$ cat src/rtl/udp_pkg.sv
// Shared UDP definitions for the encapsulation (TX) and unwrap (RX) paths.
package udp_pkg;

  localparam logic [15:0] UDP_PROTO     = 16'h0011;
  localparam int          UDP_HDR_BYTES = 8;
  localparam int          CNT_W         = 10;

  typedef enum logic [1:0] {
    ST_IDLE,
    ST_HDR2,
    ST_PAYLOAD,
    ST_DROP
  } state_t;

  typedef enum logic [2:0] {
    ERR_NONE  = 3'd0,
    ERR_LEN   = 3'd1,
    ERR_CSUM  = 3'd2,
    ERR_PORT  = 3'd3,
    ERR_TRUNC = 3'd4
  } err_t;

endpackage

$ cat src/rtl/udp_csum.sv
// Header checksum: inverted 16-bit sum of src, dst, protocol and len, carries dropped.
module udp_csum
  import udp_pkg::*;
(
  input  logic [15:0] src,
  input  logic [15:0] dst,
  input  logic [15:0] len,
  output logic [15:0] csum
);

  logic [15:0] sum;

  assign sum  = src + dst + UDP_PROTO + len;
  assign csum = ~sum;

endmodule

$ cat src/rtl/udp_unwrap.sv
// RX UDP header check and payload forwarder; per-packet ok/err pulses, all outputs registered.
module udp_unwrap
  import udp_pkg::*;
#(
  parameter logic [15:0] LOCAL_PORT = 16'h0002,
  parameter bit          CHECK_PORT = 1'b1,
  parameter logic [15:0] MAX_LEN    = 16'd1480
) (
  input  logic        clk,
  input  logic        rst_n,
  input  logic [31:0] data_in,
  input  logic        dval_in,
  input  logic        sop_in,
  output logic [31:0] payload_out,
  output logic        payload_valid,
  output logic        payload_last,
  output logic [15:0] src_port,
  output logic        hdr_valid,
  output logic        pkt_ok,
  output logic        pkt_err,
  output logic [2:0]  err_code
);

  state_t             state_q, state_d;
  err_t               err_q, err_d;
  logic [CNT_W-1:0]   cnt_q, cnt_d, cnt_load;
  logic [15:0]        src_q, src_d, dst_q, dst_d;
  logic [15:0]        src_port_d, len_w, csum_calc;
  logic [31:0]        pl_d;
  logic               pv_d, plast_d, hv_d, ok_d, perr_d;
  logic               len_bad, csum_bad, port_bad;

  udp_csum u_csum (
    .src  (src_q),
    .dst  (dst_q),
    .len  (len_w),
    .csum (csum_calc)
  );

  assign len_w    = data_in[31:16];
  assign len_bad  = (len_w < 16'(UDP_HDR_BYTES)) || (len_w[1:0] != 2'b00) || (len_w > MAX_LEN);
  assign csum_bad = (csum_calc != data_in[15:0]);
  assign port_bad = CHECK_PORT && (dst_q != LOCAL_PORT);
  // Only consulted once len passed validation, so it always fits CNT_W.
  assign cnt_load = CNT_W'((len_w - 16'(UDP_HDR_BYTES)) >> 2);

  always_comb begin
    state_d    = state_q;
    err_d      = err_q;
    cnt_d      = cnt_q;
    src_d      = src_q;
    dst_d      = dst_q;
    src_port_d = src_port;
    pl_d       = payload_out;
    pv_d       = 1'b0;
    plast_d    = 1'b0;
    hv_d       = 1'b0;
    ok_d       = 1'b0;
    perr_d     = 1'b0;
    if (dval_in) begin
      if (sop_in) begin
        // A sop always restarts parsing; an unfinished good packet is reported as truncated.
        src_d   = data_in[31:16];
        dst_d   = data_in[15:0];
        state_d = ST_HDR2;
        err_d   = ERR_NONE;
        if (state_q == ST_HDR2 || state_q == ST_PAYLOAD) begin
          perr_d = 1'b1;
          err_d  = ERR_TRUNC;
        end
      end else begin
        case (state_q)
          ST_HDR2: begin
            if (len_bad) begin
              perr_d  = 1'b1;
              err_d   = ERR_LEN;
              state_d = ST_IDLE;
            end else if (csum_bad || port_bad) begin
              perr_d  = 1'b1;
              err_d   = csum_bad ? ERR_CSUM : ERR_PORT;
              cnt_d   = cnt_load;
              state_d = (cnt_load == '0) ? ST_IDLE : ST_DROP;
            end else begin
              hv_d       = 1'b1;
              src_port_d = src_q;
              cnt_d      = cnt_load;
              if (cnt_load == '0) begin
                ok_d    = 1'b1;
                state_d = ST_IDLE;
              end else begin
                state_d = ST_PAYLOAD;
              end
            end
          end
          ST_PAYLOAD: begin
            pv_d  = 1'b1;
            pl_d  = data_in;
            cnt_d = cnt_q - 1'b1;
            if (cnt_q == CNT_W'(1)) begin
              plast_d = 1'b1;
              ok_d    = 1'b1;
              state_d = ST_IDLE;
            end
          end
          ST_DROP: begin
            cnt_d = cnt_q - 1'b1;
            if (cnt_q == CNT_W'(1)) state_d = ST_IDLE;
          end
          default: ;
        endcase
      end
    end
  end

  always_ff @(posedge clk or negedge rst_n) begin
    if (!rst_n) begin
      state_q       <= ST_IDLE;
      err_q         <= ERR_NONE;
      cnt_q         <= '0;
      src_q         <= '0;
      dst_q         <= '0;
      src_port      <= '0;
      payload_out   <= '0;
      payload_valid <= 1'b0;
      payload_last  <= 1'b0;
      hdr_valid     <= 1'b0;
      pkt_ok        <= 1'b0;
      pkt_err       <= 1'b0;
    end else begin
      state_q       <= state_d;
      err_q         <= err_d;
      cnt_q         <= cnt_d;
      src_q         <= src_d;
      dst_q         <= dst_d;
      src_port      <= src_port_d;
      payload_out   <= pl_d;
      payload_valid <= pv_d;
      payload_last  <= plast_d;
      hdr_valid     <= hv_d;
      pkt_ok        <= ok_d;
      pkt_err       <= perr_d;
    end
  end

  assign err_code = err_q;

endmodule

$ cat config.mk
export PLATFORM = sky130hd
export DESIGN_NAME = udp_unwrap
export DESIGN_NICKNAME = d
export VERILOG_FILES = /design/src/rtl/udp_pkg.sv /design/src/rtl/udp_csum.sv /design/src/rtl/udp_unwrap.sv
export SDC_FILE = /design/constraint.sdc
export NUM_CORES = 1
export LEC_CHECK = 0
export BUFFER_PORTS_ARGS = -buffer_cell sky130_fd_sc_hd__clkbuf_2
export CAP_MARGIN = 20
export CORE_MARGIN = 2
export CORE_UTILIZATION = 55
export CTS_CLUSTER_DIAMETER = 120
export CTS_CLUSTER_SIZE = 24
export DETAILED_ROUTE_END_ITERATION = 8
export GPL_TIMING_DRIVEN = 0
export HOLD_SLACK_MARGIN = 0.08
export PLACE_DENSITY = 0.78
export RECOVER_POWER = 100
export SYNTH_ARGS = -nofsm -noshare
export SYNTH_HDL_FRONTEND = slang
export SYNTH_HIERARCHICAL = 1
export SYNTH_SLANG_ARGS = --single-unit
$ cat constraint.sdc
create_clock -name clk -period 7.87 [get_ports clk]
set_input_delay 0.787 -clock clk [delete_from_list [all_inputs] [get_ports clk]]
set_output_delay 0.787 -clock clk [all_outputs]
set_load 0.01 [all_outputs]
==> flow_summary.json, run 1 <==
{
  "grt_pass1_vias": 4443,
  "relSlewSlack_pct": -92.1,
  "clock-root-buffer": "clkbuf_8",
  "dp_hpwl_mm": 10.9,
  "synth_area_leaders": "dfrtp_1 (42%), mux2_2 (13%), ha_1 (7.7%)",
  "power_density_nw_per_um2": 311,
  "min_period_ns": 5.70,
  "n_antenna_cell": 0,
  "failed_checks": "max-capacitance violations, max-slew violations",
  "cts_tree": "yes",
  "slowest_delay_ns": 0.48,
  "rows": 38,
  "dp.cells": 775,
  "viasPerCell": 5.55,
  "grt-ovfl-total": 0,
  "first_pass_iters": 4,
  "synth.distinct_cells": 63,
  "fp.dieW_um": 108,
  "io_buffers": 90,
  "hp-class": "register to register",
  "place_ws_ns": 2.35,
  "synth.most_common_cell": "dfrtp_1",
  "hold_ws_ns": 0.485,
  "synth_area_sq_um": 5970,
  "critPathRequiredTime_ns": 8.14,
  "worst_setup_path_start_kind": "primary input",
  "slew_violations": 103,
  "dieArea_sq_um": 11700,
  "synthCells": 544,
  "stdcell_count": 790,
  "crit_chain": "clkbuf_1, inv_1, fa_1, inv_1, ha_1, ha_1, fa_1, a21o_1, a221o_1, a21oi_1, xor2_1, xor2_1, nor4_1, nand4_1, or3b_1, clkbuf_1, clkbuf_1, mux2_1",
  "drtAntennaViolNets": 0,
  "drt_wl_total_mm": 13.8,
  "finClkSkew_ns": 0.00874,
  "ys_ff_latch": 100,
  "grt_max_degree": 55,
  "grt_first_pass_wirelength_mm": 22.2,
  "gp_congestion": 0.864,
  "avgSynthCellArea_sq_um": 11.0,
  "synth_top_area_cell": "dfrtp_1",
  "antenna_found_initial": 0,
  "worst_path_max_delay_cell": "fa_1",
  "power.leakage_nw": 3.19,
  "yosysSeqAreaShare_pct": 41.9,
  "status": "finished, violations left",
  "ios": 92,
  "cts.sinks": 100,
  "path_common_cell": "clkbuf_1",
  "synthDominantCellAreaShare_pct": 41.9,
  "area_growth_pct": 11.4,
  "critPathBufInv": 5,
  "max-vdd-ir-drop_mv": 0.193,
  "drv_cap": 2,
  "n_fill_cell": 948,
  "fp.dieH_um": 108,
  "yosys-top-cells-count": "dfrtp_1 (100), inv_1 (76), mux2_2 (68)",
  "ctsResizeCount": 0,
  "numCtsBuffers": 9,
  "drt-initial-drc-count": 163,
  "rsz0062_at_grt": "no",
  "drcViolationCount": 0,
  "cp.arrival_ns": 5.97,
  "critPathCaptureType": "register",
  "fin_tns_setup_ns": 0,
  "clk_pin_slew_ns": 0.10,
  "synth_ff_type": "dfrtp_1",
  "clock_latency_ns": 0.39,
  "cts_buffer_depth": 2,
  "path_max_fanout": 10,
  "setup_viol": 0,
  "ys_async_sr_fraction_pct": 100,
  "fp.coreArea_sq_um": 10700,
  "cts_setup_buffers": 0,
  "wl_per_cell_um": 17.5,
  "ys_warn_count": 6,
  "clock.fmax_mhz": 175,
  "hold_viol_final": 0,
  "synth_edf_count": 0,
  "htree_levels": 3,
  "via_count": 4387,
  "crit_type": "primary input to register",
  "crit_family": "adder cells",
  "setup_ws_ns": 2.17,
  "fin_crit_sh_pct": 72.4,
  "synth_nets": 632,
  "start_util_pct": 55.8,
  "drive_above_1_share_pct": 18.8,
  "grt_use_total_pct": 25.0,
  "cts-hold-fix-buffers": 0,
  "nets": 734,
  "max_slew.worst_pin.slew_ns": 2.88
}
-- report_power, final --
part / switching [mW] / internal (mW)
logic: 0.563 / 0.440
clock network: 0.183 / 0.148
registers: 0.0939 / 0.645
-- area by class of cell --
cell class                 instances  area, sq um  area share, %
clock inverter                     5         61.3          0.921
tap                              140          175           2.63
sequential                       100         2500           37.6
clock buffer                      10          128           1.92
buffer                            17         65.1          0.977
timing repair buffer              91          380           5.71
inverter                          76          285           4.28
multi-input combinational        351         3060           46.0
-- sequential cells by signal (all words and copies together), names as in the netlist --
| signal | count |
|---|---|
| payload_valid | 1 |
| state_q | 2 |
| cnt_q | 10 |
| hdr_valid | 1 |
| err_code | 3 |
| pkt_err | 1 |
| pkt_ok | 1 |
| payload_out | 32 |
| src_port | 16 |
| dst_q | 16 |
| src_q | 16 |
| payload_last | 1 |
-- worst reg2reg max path: cells and delay by family (launching register included) --
family                     cells  cell delay, ns
AOI/OAI and AO/OA              3            0.87
xor gates and xnor gates       2            0.32
adders and majority gates      4            1.54
buffers and inverters          4            0.74
DFF                            1            0.39
muxes                          1            0.41
and+or+nand+nor                3            1.19
-- cells in the final DEF, fill, tap and decap left out, types with 5 or more instances in the layout --
cell      count
dfrtp_1     100
clkbuf_1     77
inv_1        76
mux2_2       68
ha_1         37
clkbuf_2     31
a21oi_1      23
o21ai_0      22
nand2_1      22
xor2_1       22
nor2_1       19
xnor2_1      16
fa_1         15
nor4_1       11
clkbuf_8      9
mux2_1        8
nand3_1       7
nor3_1        7
nand4_1       5
a22o_1        5
-- through the flow --
| stage | total power [mW] | instance area [sq um] | utilization, % |
|---|---|---|---|
| 2_1_floorplan | 1.47 | 5970 | - |
| 3_3_place_gp | 1.74 | 6600 | 61.7 |
| 3_5_place_dp | 1.78 | 6630 | 62.0 |
| 4_1_cts | 2.11 | 6820 | 63.7 |
| 5_1_grt | 2.23 | 6660 | 62.2 |
| 6_report | 2.07 | 6660 | 62.2 |
-- cell families after synthesis --
logic type | after synthesis | share of synthesized area (%)
flops | 100 | 41.9
buf+inv | 93 | 6.26
xor+xnor | 38 | 5.57
simple gates | 97 | 8.96
fa+ha+maj | 52 | 12.8
compound gates | 87 | 9.55
mux | 77 | 15.0
-- path summary, 6_finish.rpt --
kind                                                   from                           to  slack [ns]  depth (start not counted)
worst max-delay path                            data_in[17]      src_port[4]$_DFFE_PN0P_        2.17                         18
worst min-delay path            payload_out[20]$_DFFE_PN0P_  payload_out[20]$_DFFE_PN0P_        0.48                          2
worst max register to register         src_q[1]$_DFFE_PN0P_      src_port[4]$_DFFE_PN0P_        2.30                         17
worst min register to register  payload_out[20]$_DFFE_PN0P_  payload_out[20]$_DFFE_PN0P_        0.48                          2
max in group asynchronous                             rst_n  payload_out[22]$_DFFE_PN0P_        3.02                          2
min in group asynchronous                             rst_n     src_port[10]$_DFFE_PN0P_        1.16                          1
-- layer usage --
layer	track usage, %	vias up	wire length (um)
met1	32.3	2189	6140
met5	0	-	0
met2	41.8	92	6860
met3	5.30	21	536
li1	-	2085	-
met4	8.79	0	312
Note: power is estimated with default switching activity, not from simulation.
==> run 2: changes to the inputs <==
- CORE_UTILIZATION: 55 -> 52
- PLACE_DENSITY: 0.78 -> 0.77
- clock period: 7.87 -> 4.9 ns (I/O delays scaled with it)
==> run 2 against run 1 <==
Net effect:
- the flow still finishes with violations (max-capacitance violations, max-slew violations)
- core utilization shrank 1.3 points
- highest routed layer unchanged
- final area up 3.7%
- clock skew is 0.0026 ns lower
- critical path type is now register to register
- clock-buffer cell count stayed put
- total power rose by 71%
- via count grew 0.68%
- setup slack worse by 2.0 ns
- hold slack lost 0.069 ns
- critical path depth down 1
- clock power is 110% higher
- cell count grew 1.5%
==> flow_summary.json, run 2 (synthesis results as in run 1) <==
{
  "cp.arrival_ns": 4.97,
  "fin_crit_sh_pct": 96.5,
  "start_util_pct": 52.8,
  "cts_tree": "yes",
  "status": "finished, violations left",
  "worst-r2r-setup-slack_ns": 0.17,
  "timing.rr.start": "src_q[1]$_DFFE_PN0P_",
  "cts-hold-fix-buffers": 0,
  "largest_register_ffs": 32,
  "placed_cell_area_sq_um": 6630,
  "worst_path_max_delay_cell": "fa_1",
  "first_pass_iters": 4,
  "fp.coreArea_sq_um": 11300,
  "setup_viol": 0,
  "critPathBufInv": 4,
  "n_antenna_cell": 0,
  "clock_latency_ns": 0.36,
  "max-vdd-ir-drop_mv": 0.336,
  "dp_hpwl_mm": 10.4,
  "drive_above_1_share_pct": 22.8,
  "power_density_nw_per_um2": 513,
  "stdcell_area_sq_um": 6900,
  "holdCritStartpoint": "data_in[5]",
  "clock-root-buffer": "clkbuf_16",
  "critPathCaptureType": "register",
  "fp.dieH_um": 111,
  "drcViolationCount": 0,
  "startpoint": "src_q[1]$_DFFE_PN0P_",
  "rows": 39,
  "wl_per_cell_um": 16.8,
  "rr_endpoint": "src_port[4]$_DFFE_PN0P_",
  "clock.fmax_mhz": 211,
  "critPathRequiredTime_ns": 5.14,
  "nets": 742,
  "cts.sinks": 100,
  "max_slew.worst_pin.slew_ns": 2.14,
  "viasPerCell": 5.51,
  "setup_ws_ns": 0.170,
  "antenna_found_initial": 0,
  "drt-initial-drc-count": 237,
  "failed_checks": "max-capacitance violations, max-slew violations",
  "htree_levels": 3,
  "slew_violations": 103,
  "drtAntennaViolNets": 0,
  "min_period_ns": 4.73,
  "relSlewSlack_pct": -42.9,
  "drt_wl_total_mm": 13.5,
  "grt_use_total_pct": 23.0,
  "ios": 92,
  "area_growth_pct": 15.5,
  "grt_first_pass_wirelength_mm": 22.6,
  "dieArea_sq_um": 12400,
  "numCtsBuffers": 9,
  "slowest_delay_ns": 0.53,
  "grt-ovfl-total": 0,
  "cts_buffer_depth": 2,
  "worst_setup_path_start_kind": "register",
  "final_common_cell": "dfrtp_1",
  "place_ws_ns": -0.272,
  "io_buffers": 90,
  "grt_max_degree": 62,
  "fp.dieW_um": 111,
  "hp-class": "primary input to register",
  "hold_viol_final": 0,
  "grt_pass1_vias": 4543,
  "gp_congestion": 0.939,
  "crit_type": "register to register",
  "finClkSkew_ns": 0.00611,
  "whs_endpoint": "dst_q[5]$_DFFE_PN0P_",
  "drv_cap": 2,
  "crit_family": "adder cells",
  "finalPower_mw": 3.54,
  "final_cell_mix": "dfrtp_1 (100), inv_1 (76), clkbuf_1 (73)",
  "path_max_fanout": 10,
  "power.leakage_nw": 3.31,
  "holdPathStages": 2,
  "via_count": 4417,
  "reg2reg_depth": 17,
  "crit_chain": "inv_1, fa_1, inv_1, ha_1, ha_2, fa_2, a21o_1, a221o_1, a21oi_4, xor2_1, xor2_1, nor4_1, nand4_1, or3b_1, buf_6, buf_8, mux2_4",
  "clk_pin_slew_ns": 0.07,
  "largest-register": "payload_out"
}
run 2: changes by cell type in the layout (fill, tap and decap cells not counted), moves of 4 or more:
cell,before,now
clkbuf_16,0,9
clkbuf_8,9,1
mux2_1,8,0
mux2_4,0,8
buf_4,0,5
clkbuf_1,77,73
run 2: what timing repair did:
action                                  in CTS  in global routing
endpoints found under the hold margin        0                  0
buffers inserted                             5                  3
resized for setup                            2                  5
endpoints found under the setup margin       9                 21
pin swaps                                    8                  9
run 2: per-stage QoR:
step / utilization, % / setup TNS, ns / hold WS (ns) / instances
final: 61.0 / 0 / 0.416 / 802
after global routing: 61.0 / -0.0143 / 0.418 / 802
after floorplan: - / 0 / 0.194 / 544
after detailed placement: 58.6 / -3.07 / 0.493 / 778
after global placement: 58.3 / -2.49 / 0.466 / 777
after CTS: 61.5 / 0 / 0.165 / 799
run 2: worst max path at each step:
stage	depth (start not counted)	slack, ns	end
after global placement	19	-0.24	src_port[15]$_DFFE_PN0P_
final	17	0.17	src_port[4]$_DFFE_PN0P_
after CTS	18	0.03	src_port[4]$_DFFE_PN0P_
after floorplan	18	0.36	src_port[0]$_DFFE_PN0P_
after detailed placement	19	-0.27	src_port[1]$_DFFE_PN0P_
after global routing	18	-0.007	src_port[0]$_DFFE_PN0P_
run 2: final cells by class:
cell class                 instances  area [sq um]
sequential                       100          2500
buffer                            17          83.8
clock inverter                     6          46.3
inverter                          76           285
fill                             963          4420
clock buffer                      10           239
tap                              143           179
multi-input combinational        351          3130
timing repair buffer              99           439
run 2: worst register-to-register path: stages (launching register included):
cell and delay [ns]:
dfrtp_1 0.37, inv_1 0.07, fa_1 0.53, inv_1 0.04
ha_1 0.28, ha_2 0.20, fa_2 0.40, a21o_1 0.19
a221o_1 0.37, a21oi_4 0.20, xor2_1 0.20, xor2_1 0.09
nor4_1 0.39, nand4_1 0.26, or3b_1 0.42, buf_6 0.14
buf_8 0.15, mux2_4 0.30
run 2: power breakdown:
part	internal (mW)	leakage, nW	total [mW]	switching [mW]
combinational	0.743	1.92	1.67	0.926
clock	0.362	0.135	0.684	0.323
sequential	1.04	1.26	1.19	0.150
total	2.14	3.31	3.54	1.40
run 2: routing by layer:
metal  vias to the layer above  GRT usage [%]  routed length, um
met5                         -              0                  0
met4                         0           9.47                340
met3                        22           4.43                664
met2                       133           37.0               6500
met1                      2152           30.9               5990
li1                       2110              -                  -
